`src/rtl/sys_ctrl_pkg.sv`:
```
// Shared constants and FSM state encoding for the command frame decoder.
package sys_ctrl_pkg;

  localparam logic [7:0] RF_WR   = 8'hAA;
  localparam logic [7:0] RF_RD   = 8'hBB;
  localparam logic [7:0] ALU_OP  = 8'hCC;
  localparam logic [7:0] ALU_NOP = 8'hDD;

  localparam int REG0_ADDR = 0;
  localparam int REG1_ADDR = 1;

  typedef enum logic [3:0] {
    IDLE,
    WR_ADDR,
    WR_DATA,
    RD_ADDR,
    RD_WAIT,
    OP_A,
    OP_B,
    OP_FUN,
    ALU_WAIT,
    PUSH_RD,
    PUSH_LSB,
    PUSH_MSB
  } state_t;

endpackage

```
`src/rtl/cmd_frame_decoder_if.sv`:
```
// Bundle of RX, register-file, ALU and TX FIFO signals around the command decoder.
interface cmd_frame_decoder_if #(
  parameter int DATA_WIDTH = 8,
  parameter int ADDR_WIDTH = 4,
  parameter int FUN_WIDTH  = 4
);

  logic [DATA_WIDTH-1:0]   RX_P_DATA;
  logic                    RX_D_VLD;
  logic [DATA_WIDTH-1:0]   RF_RD_DATA;
  logic                    RF_RD_VALID;
  logic [2*DATA_WIDTH-1:0] ALU_OUT;
  logic                    ALU_OUT_VALID;
  logic                    FIFO_FULL;
  logic [ADDR_WIDTH-1:0]   RF_ADDR;
  logic                    RF_WR_EN;
  logic                    RF_RD_EN;
  logic [DATA_WIDTH-1:0]   RF_WR_DATA;
  logic                    ALU_EN;
  logic [FUN_WIDTH-1:0]    ALU_FUN;
  logic                    CLK_EN;
  logic [DATA_WIDTH-1:0]   TX_P_DATA;
  logic                    TX_D_VLD;
  logic                    CMD_ERR;

  modport master (
    input  RX_P_DATA, RX_D_VLD, RF_RD_DATA, RF_RD_VALID, ALU_OUT, ALU_OUT_VALID, FIFO_FULL,
    output RF_ADDR, RF_WR_EN, RF_RD_EN, RF_WR_DATA, ALU_EN, ALU_FUN, CLK_EN,
           TX_P_DATA, TX_D_VLD, CMD_ERR
  );

  modport slave (
    output RX_P_DATA, RX_D_VLD, RF_RD_DATA, RF_RD_VALID, ALU_OUT, ALU_OUT_VALID, FIFO_FULL,
    input  RF_ADDR, RF_WR_EN, RF_RD_EN, RF_WR_DATA, ALU_EN, ALU_FUN, CLK_EN,
           TX_P_DATA, TX_D_VLD, CMD_ERR
  );

endinterface

```
`src/rtl/cmd_frame_decoder.sv`:
```
// Parses RX command frames into register-file / ALU control and queues response bytes for TX.
module cmd_frame_decoder
  import sys_ctrl_pkg::*;
#(
  parameter int DATA_WIDTH = 8,
  parameter int ADDR_WIDTH = 4,
  parameter int FUN_WIDTH  = 4
) (
  input logic CLK,
  input logic RST_N,
  cmd_frame_decoder_if.master bus
);

  state_t                  state_p0, state_p1;
  logic [ADDR_WIDTH-1:0]   wr_addr_p0, wr_addr_p1;
  logic [DATA_WIDTH-1:0]   rd_data_p0, rd_data_p1;
  logic [2*DATA_WIDTH-1:0] alu_res_p0, alu_res_p1;
  logic [ADDR_WIDTH-1:0]   rf_addr_p0, rf_addr_p1;
  logic [DATA_WIDTH-1:0]   rf_wr_data_p0, rf_wr_data_p1;
  logic                    rf_wr_en_p0, rf_wr_en_p1;
  logic                    rf_rd_en_p0, rf_rd_en_p1;
  logic                    alu_en_p0, alu_en_p1;
  logic [FUN_WIDTH-1:0]    alu_fun_p0, alu_fun_p1;
  logic [DATA_WIDTH-1:0]   tx_data_p0, tx_data_p1;
  logic                    tx_vld_p0, tx_vld_p1;
  logic                    cmd_err_p0, cmd_err_p1;

  logic [ADDR_WIDTH-1:0]   rx_addr;
  logic [FUN_WIDTH-1:0]    rx_fun;

  assign rx_addr = bus.RX_P_DATA[ADDR_WIDTH-1:0];
  assign rx_fun  = bus.RX_P_DATA[FUN_WIDTH-1:0];

  function automatic logic is_cmd(input logic [DATA_WIDTH-1:0] b);
    return (b == DATA_WIDTH'(RF_WR))  || (b == DATA_WIDTH'(RF_RD)) ||
           (b == DATA_WIDTH'(ALU_OP)) || (b == DATA_WIDTH'(ALU_NOP));
  endfunction

  always_comb begin
    state_p0 = state_p1;
    case (state_p1)
      IDLE: begin
        if (bus.RX_D_VLD) begin
          if (bus.RX_P_DATA == DATA_WIDTH'(RF_WR))        state_p0 = WR_ADDR;
          else if (bus.RX_P_DATA == DATA_WIDTH'(RF_RD))   state_p0 = RD_ADDR;
          else if (bus.RX_P_DATA == DATA_WIDTH'(ALU_OP))  state_p0 = OP_A;
          else if (bus.RX_P_DATA == DATA_WIDTH'(ALU_NOP)) state_p0 = OP_FUN;
        end
      end
      WR_ADDR:  if (bus.RX_D_VLD)      state_p0 = WR_DATA;
      WR_DATA:  if (bus.RX_D_VLD)      state_p0 = IDLE;
      RD_ADDR:  if (bus.RX_D_VLD)      state_p0 = RD_WAIT;
      RD_WAIT:  if (bus.RF_RD_VALID)   state_p0 = PUSH_RD;
      OP_A:     if (bus.RX_D_VLD)      state_p0 = OP_B;
      OP_B:     if (bus.RX_D_VLD)      state_p0 = OP_FUN;
      OP_FUN:   if (bus.RX_D_VLD)      state_p0 = ALU_WAIT;
      ALU_WAIT: if (bus.ALU_OUT_VALID) state_p0 = PUSH_LSB;
      PUSH_RD:  if (!bus.FIFO_FULL)    state_p0 = IDLE;
      PUSH_LSB: if (!bus.FIFO_FULL)    state_p0 = PUSH_MSB;
      PUSH_MSB: if (!bus.FIFO_FULL)    state_p0 = IDLE;
      default:                         state_p0 = IDLE;
    endcase
  end

  // Busy states drop any incoming byte and flag it; mid-frame command values are plain data.
  always_comb begin
    wr_addr_p0    = wr_addr_p1;
    rd_data_p0    = rd_data_p1;
    alu_res_p0    = alu_res_p1;
    rf_addr_p0    = rf_addr_p1;
    rf_wr_data_p0 = rf_wr_data_p1;
    alu_fun_p0    = alu_fun_p1;
    tx_data_p0    = tx_data_p1;
    rf_wr_en_p0   = 1'b0;
    rf_rd_en_p0   = 1'b0;
    tx_vld_p0     = 1'b0;
    cmd_err_p0    = 1'b0;
    alu_en_p0     = (state_p0 == ALU_WAIT);
    case (state_p1)
      IDLE: cmd_err_p0 = bus.RX_D_VLD && !is_cmd(bus.RX_P_DATA);
      WR_ADDR: if (bus.RX_D_VLD) wr_addr_p0 = rx_addr;
      WR_DATA: if (bus.RX_D_VLD) begin
        rf_wr_en_p0   = 1'b1;
        rf_addr_p0    = wr_addr_p1;
        rf_wr_data_p0 = bus.RX_P_DATA;
      end
      RD_ADDR: if (bus.RX_D_VLD) begin
        rf_rd_en_p0 = 1'b1;
        rf_addr_p0  = rx_addr;
      end
      RD_WAIT: begin
        cmd_err_p0 = bus.RX_D_VLD;
        if (bus.RF_RD_VALID) rd_data_p0 = bus.RF_RD_DATA;
      end
      OP_A: if (bus.RX_D_VLD) begin
        rf_wr_en_p0   = 1'b1;
        rf_addr_p0    = ADDR_WIDTH'(REG0_ADDR);
        rf_wr_data_p0 = bus.RX_P_DATA;
      end
      OP_B: if (bus.RX_D_VLD) begin
        rf_wr_en_p0   = 1'b1;
        rf_addr_p0    = ADDR_WIDTH'(REG1_ADDR);
        rf_wr_data_p0 = bus.RX_P_DATA;
      end
      OP_FUN: if (bus.RX_D_VLD) alu_fun_p0 = rx_fun;
      ALU_WAIT: begin
        cmd_err_p0 = bus.RX_D_VLD;
        if (bus.ALU_OUT_VALID) alu_res_p0 = bus.ALU_OUT;
      end
      PUSH_RD: begin
        cmd_err_p0 = bus.RX_D_VLD;
        if (!bus.FIFO_FULL) begin
          tx_vld_p0  = 1'b1;
          tx_data_p0 = rd_data_p1;
        end
      end
      PUSH_LSB: begin
        cmd_err_p0 = bus.RX_D_VLD;
        if (!bus.FIFO_FULL) begin
          tx_vld_p0  = 1'b1;
          tx_data_p0 = alu_res_p1[DATA_WIDTH-1:0];
        end
      end
      PUSH_MSB: begin
        cmd_err_p0 = bus.RX_D_VLD;
        if (!bus.FIFO_FULL) begin
          tx_vld_p0  = 1'b1;
          tx_data_p0 = alu_res_p1[2*DATA_WIDTH-1:DATA_WIDTH];
        end
      end
      default: ;
    endcase
  end

  // p0 -> p1: every output and latched operand is registered and cleared by reset.
  always_ff @(posedge CLK or negedge RST_N) begin
    if (!RST_N) begin
      state_p1      <= IDLE;
      wr_addr_p1    <= '0;
      rd_data_p1    <= '0;
      alu_res_p1    <= '0;
      rf_addr_p1    <= '0;
      rf_wr_data_p1 <= '0;
      rf_wr_en_p1   <= 1'b0;
      rf_rd_en_p1   <= 1'b0;
      alu_en_p1     <= 1'b0;
      alu_fun_p1    <= '0;
      tx_data_p1    <= '0;
      tx_vld_p1     <= 1'b0;
      cmd_err_p1    <= 1'b0;
    end else begin
      state_p1      <= state_p0;
      wr_addr_p1    <= wr_addr_p0;
      rd_data_p1    <= rd_data_p0;
      alu_res_p1    <= alu_res_p0;
      rf_addr_p1    <= rf_addr_p0;
      rf_wr_data_p1 <= rf_wr_data_p0;
      rf_wr_en_p1   <= rf_wr_en_p0;
      rf_rd_en_p1   <= rf_rd_en_p0;
      alu_en_p1     <= alu_en_p0;
      alu_fun_p1    <= alu_fun_p0;
      tx_data_p1    <= tx_data_p0;
      tx_vld_p1     <= tx_vld_p0;
      cmd_err_p1    <= cmd_err_p0;
    end
  end

  assign bus.RF_ADDR    = rf_addr_p1;
  assign bus.RF_WR_EN   = rf_wr_en_p1;
  assign bus.RF_RD_EN   = rf_rd_en_p1;
  assign bus.RF_WR_DATA = rf_wr_data_p1;
  assign bus.ALU_EN     = alu_en_p1;
  assign bus.CLK_EN     = alu_en_p1;
  assign bus.ALU_FUN    = alu_fun_p1;
  assign bus.TX_P_DATA  = tx_data_p1;
  assign bus.TX_D_VLD   = tx_vld_p1;
  assign bus.CMD_ERR    = cmd_err_p1;

endmodule
```
`src/flat_wrapper.sv`:
```
// flat-port wrapper written by rule: the top's interface ports become plain ports
module cmd_frame_decoder_flat import sys_ctrl_pkg::*;
#(
  parameter int DATA_WIDTH = 8,
  parameter int ADDR_WIDTH = 4,
  parameter int FUN_WIDTH  = 4
)
  (CLK, RST_N, bus_RX_P_DATA, bus_RX_D_VLD, bus_RF_RD_DATA, bus_RF_RD_VALID, bus_ALU_OUT, bus_ALU_OUT_VALID, bus_FIFO_FULL, bus_RF_ADDR, bus_RF_WR_EN, bus_RF_RD_EN, bus_RF_WR_DATA, bus_ALU_EN, bus_ALU_FUN, bus_CLK_EN, bus_TX_P_DATA, bus_TX_D_VLD, bus_CMD_ERR);
  cmd_frame_decoder_if #(.DATA_WIDTH(DATA_WIDTH), .ADDR_WIDTH(ADDR_WIDTH), .FUN_WIDTH(FUN_WIDTH)) bus_i ();
  input logic CLK;
  input logic RST_N;
  input wire logic [$bits(bus_i.RX_P_DATA)-1:0] bus_RX_P_DATA;
  input wire logic [$bits(bus_i.RX_D_VLD)-1:0] bus_RX_D_VLD;
  input wire logic [$bits(bus_i.RF_RD_DATA)-1:0] bus_RF_RD_DATA;
  input wire logic [$bits(bus_i.RF_RD_VALID)-1:0] bus_RF_RD_VALID;
  input wire logic [$bits(bus_i.ALU_OUT)-1:0] bus_ALU_OUT;
  input wire logic [$bits(bus_i.ALU_OUT_VALID)-1:0] bus_ALU_OUT_VALID;
  input wire logic [$bits(bus_i.FIFO_FULL)-1:0] bus_FIFO_FULL;
  output wire logic [$bits(bus_i.RF_ADDR)-1:0] bus_RF_ADDR;
  output wire logic [$bits(bus_i.RF_WR_EN)-1:0] bus_RF_WR_EN;
  output wire logic [$bits(bus_i.RF_RD_EN)-1:0] bus_RF_RD_EN;
  output wire logic [$bits(bus_i.RF_WR_DATA)-1:0] bus_RF_WR_DATA;
  output wire logic [$bits(bus_i.ALU_EN)-1:0] bus_ALU_EN;
  output wire logic [$bits(bus_i.ALU_FUN)-1:0] bus_ALU_FUN;
  output wire logic [$bits(bus_i.CLK_EN)-1:0] bus_CLK_EN;
  output wire logic [$bits(bus_i.TX_P_DATA)-1:0] bus_TX_P_DATA;
  output wire logic [$bits(bus_i.TX_D_VLD)-1:0] bus_TX_D_VLD;
  output wire logic [$bits(bus_i.CMD_ERR)-1:0] bus_CMD_ERR;
  assign bus_i.RX_P_DATA = bus_RX_P_DATA;
  assign bus_i.RX_D_VLD = bus_RX_D_VLD;
  assign bus_i.RF_RD_DATA = bus_RF_RD_DATA;
  assign bus_i.RF_RD_VALID = bus_RF_RD_VALID;
  assign bus_i.ALU_OUT = bus_ALU_OUT;
  assign bus_i.ALU_OUT_VALID = bus_ALU_OUT_VALID;
  assign bus_i.FIFO_FULL = bus_FIFO_FULL;
  assign bus_RF_ADDR = bus_i.RF_ADDR;
  assign bus_RF_WR_EN = bus_i.RF_WR_EN;
  assign bus_RF_RD_EN = bus_i.RF_RD_EN;
  assign bus_RF_WR_DATA = bus_i.RF_WR_DATA;
  assign bus_ALU_EN = bus_i.ALU_EN;
  assign bus_ALU_FUN = bus_i.ALU_FUN;
  assign bus_CLK_EN = bus_i.CLK_EN;
  assign bus_TX_P_DATA = bus_i.TX_P_DATA;
  assign bus_TX_D_VLD = bus_i.TX_D_VLD;
  assign bus_CMD_ERR = bus_i.CMD_ERR;
  cmd_frame_decoder #(.DATA_WIDTH(DATA_WIDTH), .ADDR_WIDTH(ADDR_WIDTH), .FUN_WIDTH(FUN_WIDTH)) u_core (.CLK(CLK), .RST_N(RST_N), .bus(bus_i));
endmodule
```
`config.mk`:
```
export PLATFORM = sky130hd
export DESIGN_NAME = cmd_frame_decoder_flat
export DESIGN_NICKNAME = d
export VERILOG_FILES = /design/src/rtl/sys_ctrl_pkg.sv /design/src/rtl/cmd_frame_decoder_if.sv /design/src/rtl/cmd_frame_decoder.sv /design/src/flat_wrapper.sv
export SDC_FILE = /design/constraint.sdc
export NUM_CORES = 1
export LEC_CHECK = 0
export ABC_AREA = 1
export CORE_ASPECT_RATIO = 0.5
export CORE_UTILIZATION = 45
export CTS_CLUSTER_SIZE = 30
export DETAILED_ROUTE_END_ITERATION = 8
export GPL_TIMING_DRIVEN = 0
export PLACE_DENSITY = 0.88
export SLEW_MARGIN = 25
export SYNTH_ARGS = -nofsm -noshare
export SYNTH_HDL_FRONTEND = slang
export SYNTH_SLANG_ARGS = --single-unit
```
`constraint.sdc`:
```
create_clock -name CLK -period 1.34 [get_ports CLK]
set_input_delay 0.201 -clock CLK [delete_from_list [all_inputs] [get_ports CLK]]
set_output_delay 0.201 -clock CLK [all_outputs]
set_load 0.005 [all_outputs]
```
==> qor.log <==
INFO  timing         timing.setup.tns=-3.11ns
INFO  timing         setup_ws=-0.130ns
INFO  route          route.vias.total=2684
INFO  worst_setup_path path_delay_family=simple AND/OR/NAND/NOR gates
INFO  worst_setup_path crit_fanout=7
INFO  worst_setup_path worst_path_largest_cell_delay=0.49ns
INFO  route          drtAntennaViolNets=0
INFO  synthesis      synth.lib_cells_used.distinct=28
INFO  finish         antenna_cells_inserted=0
INFO  timing         period_minus_slack=1.47ns
INFO  clocking       cts_tree=built
INFO  hold_path      timing.hold.worst.class=in2reg
INFO  power          totalPowerFinal=9.39mW
INFO  placed_design  io_buffer_count=67
INFO  route          drt-initial-drc-count=147
INFO  worst_setup_path critPathRequiredTime=1.61ns
INFO  die            num_rows=20
INFO  clocking       cts_inserted_buffers=9
INFO  global_routing grt_antenna_before_repair=0
INFO  die            floorplan.die_area=6770um^2
INFO  placed_design  gpl.final_weighted_congestion=0.845
INFO  synthesis      synthesis.yosys.warnings=0
INFO  finish         syn2layout_area_growth=55.5%
INFO  global_routing grt_pass1_vias=2616
INFO  worst_setup_path cp_num_buf_inv=2
INFO  timing         rsz0062_at_grt=yes
INFO  synthesis      post-synth-top-count-cell=nand2_1
INFO  synthesis      synth-main-ff-cell=dfrtp_1
INFO  timing         achievable-frequency=0.680GHz
INFO  power          ir_drop_worst_vdd=0.881mV
INFO  timing         clock-skew-final=0.00632ns
INFO  finish         drive_above_1_share=0.307
INFO  timing         setup_viol_count_final=43
INFO  synthesis      synth-async-reset-ratio=1.00
INFO  hold_path      min_path_cells=3
INFO  global_routing global_route.usage.total=0.249
INFO  synthesis      synth_enable_flop_cells=0
INFO  route          route.detailed.drc=0
INFO  route          drt_wl_total=7750um
INFO  worst_setup_path arrival=1.74ns
INFO  die            chipHeight=58.7um
INFO  timing         max_slew.worst_pin.slew=0.423ns
INFO  placed_design  dp_hpwl=4470um
INFO  worst_setup_path critical_path.cell_chain=inv_2 > nor2_4 > o21ai_4 > nand2_2 > nand2_4 > buf_6 > o21ai_4 > nand2_1 > nand2_1
INFO  timing         timing_max_transition_violations_final=0
INFO  finish         n_fill_cell=396
INFO  worst_setup_path rrSetupSlack=-0.13ns
INFO  power          p_per_area=2090nW/um^2
INFO  synthesis      synth_largest_area_cell=dfrtp_1
INFO  worst_setup_path r2r.worst_path.cells=9
INFO  synthesis      synth.top_cells.by_area=dfrtp_1 53%, nand2_1 15%, mux2_4 5.2%
INFO  synthesis      synth_seq_area_share=0.528
INFO  die            core_area=6130um^2
INFO  timing         final_min_period_over_clock_period=1.10
INFO  worst_setup_path timing.critical_path.from_type=register
INFO  die            pin_count=68
INFO  clocking       number_of_sinks_on_the_clock_net=61
INFO  synthesis      postSynthAreaPerCell=9.01um^2
INFO  worst_setup_path cp_slowest_cell=dfrtp_2
INFO  clocking       root_buffer_master=clkbuf_16
INFO  route          drt-vias-per-instance=5.11
INFO  finish         finish.net_count=470
INFO  synthesis      synth_common_cells=114 x nand2_1, 61 x dfrtp_1, 24 x nor2_1, 18 x inv_1, 17 x nand3_1
INFO  run_status     violated_checks=negative setup slack
INFO  placed_design  place_area=3700um^2
INFO  flow_run       maxCapViolations=0
INFO  worst_setup_path timing.critical_path.to_type=register
INFO  power          leakage=2.27nW
INFO  worst_setup_path worst-setup-path-type=reg2reg
INFO  global_routing grt_max_degree=40
INFO  global_routing overflow=0
INFO  clocking       clkTransAtPathRegs=0.05ns
INFO  die            die_width=115um
INFO  finish         postLayoutCellArea=4500um^2
INFO  route          average_routed_wire_per_standard_cell=14.8um
INFO  run_status     outcome=complete, but fails checks
INFO  global_routing grt_first_pass_wirelength=12400um
INFO  die            start_util=0.472
INFO  synthesis      synth_nets=359
INFO  worst_setup_path crit_path_depth=9
INFO  route          drtPass1Iterations=5
INFO  clocking       number_of_h_tree_levels=3
INFO  synthesis      synthDominantCellAreaShare=0.528
INFO  synthesis      synth_area=2890um^2
INFO  synthesis      synth_cells=321
INFO  timing         max_slew_margin=0.718
INFO  clocking       clock_latency=0.33ns
INFO  synthesis      ys_ff_latch=61
INFO  timing         final-hold-violation-count=0
INFO  clocking       clockBufferDepth=2
## layer usage
| layer | up-vias | GRT usage | wire (um) |
|---|---|---|---|
| met5 | - | 0 | 0 |
| met4 | 0 | 0.113 | 183 |
| met3 | 20 | 0.0628 | 414 |
| met2 | 114 | 0.435 | 3970 |
| met1 | 1278 | 0.295 | 3180 |
| li1 | 1272 | - | - |
## cells by family after synthesis
family | share of synthesized area
and+or+nand+nor | 0.257
DFF | 0.528
AOI/OAI and AO/OA | 0.0930
buffers and inverters | 0.0463
muxes | 0.0753
## cells in the final DEF, fill, tap and decap left out, types with 2 or more instances in the layout
cell             synthesis  routed
clkinv_4                 0       4
buf_4                    1      27
o21ai_4                  0       2
inv_2                    6       7
nor2_2                   3       6
a21oi_2                  0       2
mux2_2                   6       6
bufinv_16                0       3
nor2_1                  24      17
inv_1                   18      13
mux2_4                  10      10
nor2_4                   4       8
a31oi_1                  8       8
dlymetal6s2s_1           0       2
dfrtp_1                 61      57
o21ai_2                  8       7
dfrtp_2                  0       4
nand3_2                  1       2
a21oi_1                  9       7
clkdlybuf4s50_1          0      33
nand2_4                  0       6
buf_12                   0       3
o21ai_0                 15      13
inv_4                    0       4
clkbuf_16                0       9
nand3_4                  1       2
nand3_1                 17      15
dlygate4sd2_1            0      31
buf_6                    2       5
nand2_2                  2      10
nand4_1                  2       2
nand2_1                114     100
## cell type report
cell class,count,area (um^2),area share
multi-input combinational,230,1390,0.310
inverter,25,109,0.0242
timing repair buffer,99,937,0.208
clock inverter,7,124,0.0276
clock buffer,9,225,0.0501
timing repair inverter,1,5.00,0.00111
sequential,61,1530,0.341
buffer,5,61.3,0.0136
tap,88,110,0.0245
## path summary, 6_finish.rpt
| path | startpoint | endpoint |
|---|---|---|
| min reg2reg | u_core.bus.RF_ADDR[1] | u_core.bus.RF_ADDR[1] |
| min in group asynchronous | RST_N | u_core.bus.RF_ADDR[3] |
| min | bus_RX_P_DATA[6] | u_core.bus.RF_WR_DATA[6] |
| max reg2reg | u_core.state_p1[1] | u_core.bus.RF_ADDR[2] |
| max | u_core.state_p1[1] | u_core.bus.RF_ADDR[2] |
| max in group asynchronous | RST_N | u_core.state_p1[0] |
## report_power, final
group	total [mW]	switching (mW)	internal, mW	leakage (nW)
combinational	3.49	1.62	1.88	1.35
clock	2.68	0.855	1.82	0.166
sequential	3.21	0.539	2.68	0.758
## tightest hold or removal path, cell delays in order
cell	delay (ns)
dlymetal6s2s_1	0.20
nand2_1	0.10
nand2_1	0.04
## state kept, by name (all words and copies together) (netlist names)
| signal | cells |
|---|---|
| u_core.bus.TX_P_DATA | 8 |
| u_core.rd_data_p1 | 8 |
| u_core.bus.RF_WR_DATA | 8 |
| u_core.alu_res_p1 | 16 |
| u_core.state_p1 | 4 |
| u_core.bus.CMD_ERR | 1 |
| u_core.bus.RF_RD_EN | 1 |
| u_core.bus.ALU_EN | 1 |
| u_core.bus.ALU_FUN | 4 |
| u_core.bus.RF_ADDR | 4 |
| u_core.bus.TX_D_VLD | 1 |
| u_core.wr_addr_p1 | 4 |
| u_core.bus.RF_WR_EN | 1 |
## stage by stage
step                       util  hold slack [ns]  instances  setup slack (ns)
after floorplan               -          -0.0946        321           -0.0149
after global routing      0.733            0.233        525            -0.238
final                     0.733            0.251        525            -0.130
after CTS                 0.712            0.306        519           -0.0886
after detailed placement  0.603            0.112        477            -0.393
after global placement    0.600            0.458        476             -2.04
## repair_timing
action | in CTS | in global routing
hold buffers | 1 | 0
gates resized for setup | 72 | 30
gates cloned | 1 | 1
pin swaps | 9 | 2
endpoints found under the setup margin | 79 | 58
buffers inserted | 24 | 5
hold endpoints to repair | 22 | 0
Note: power is estimated with default switching activity, not from simulation.
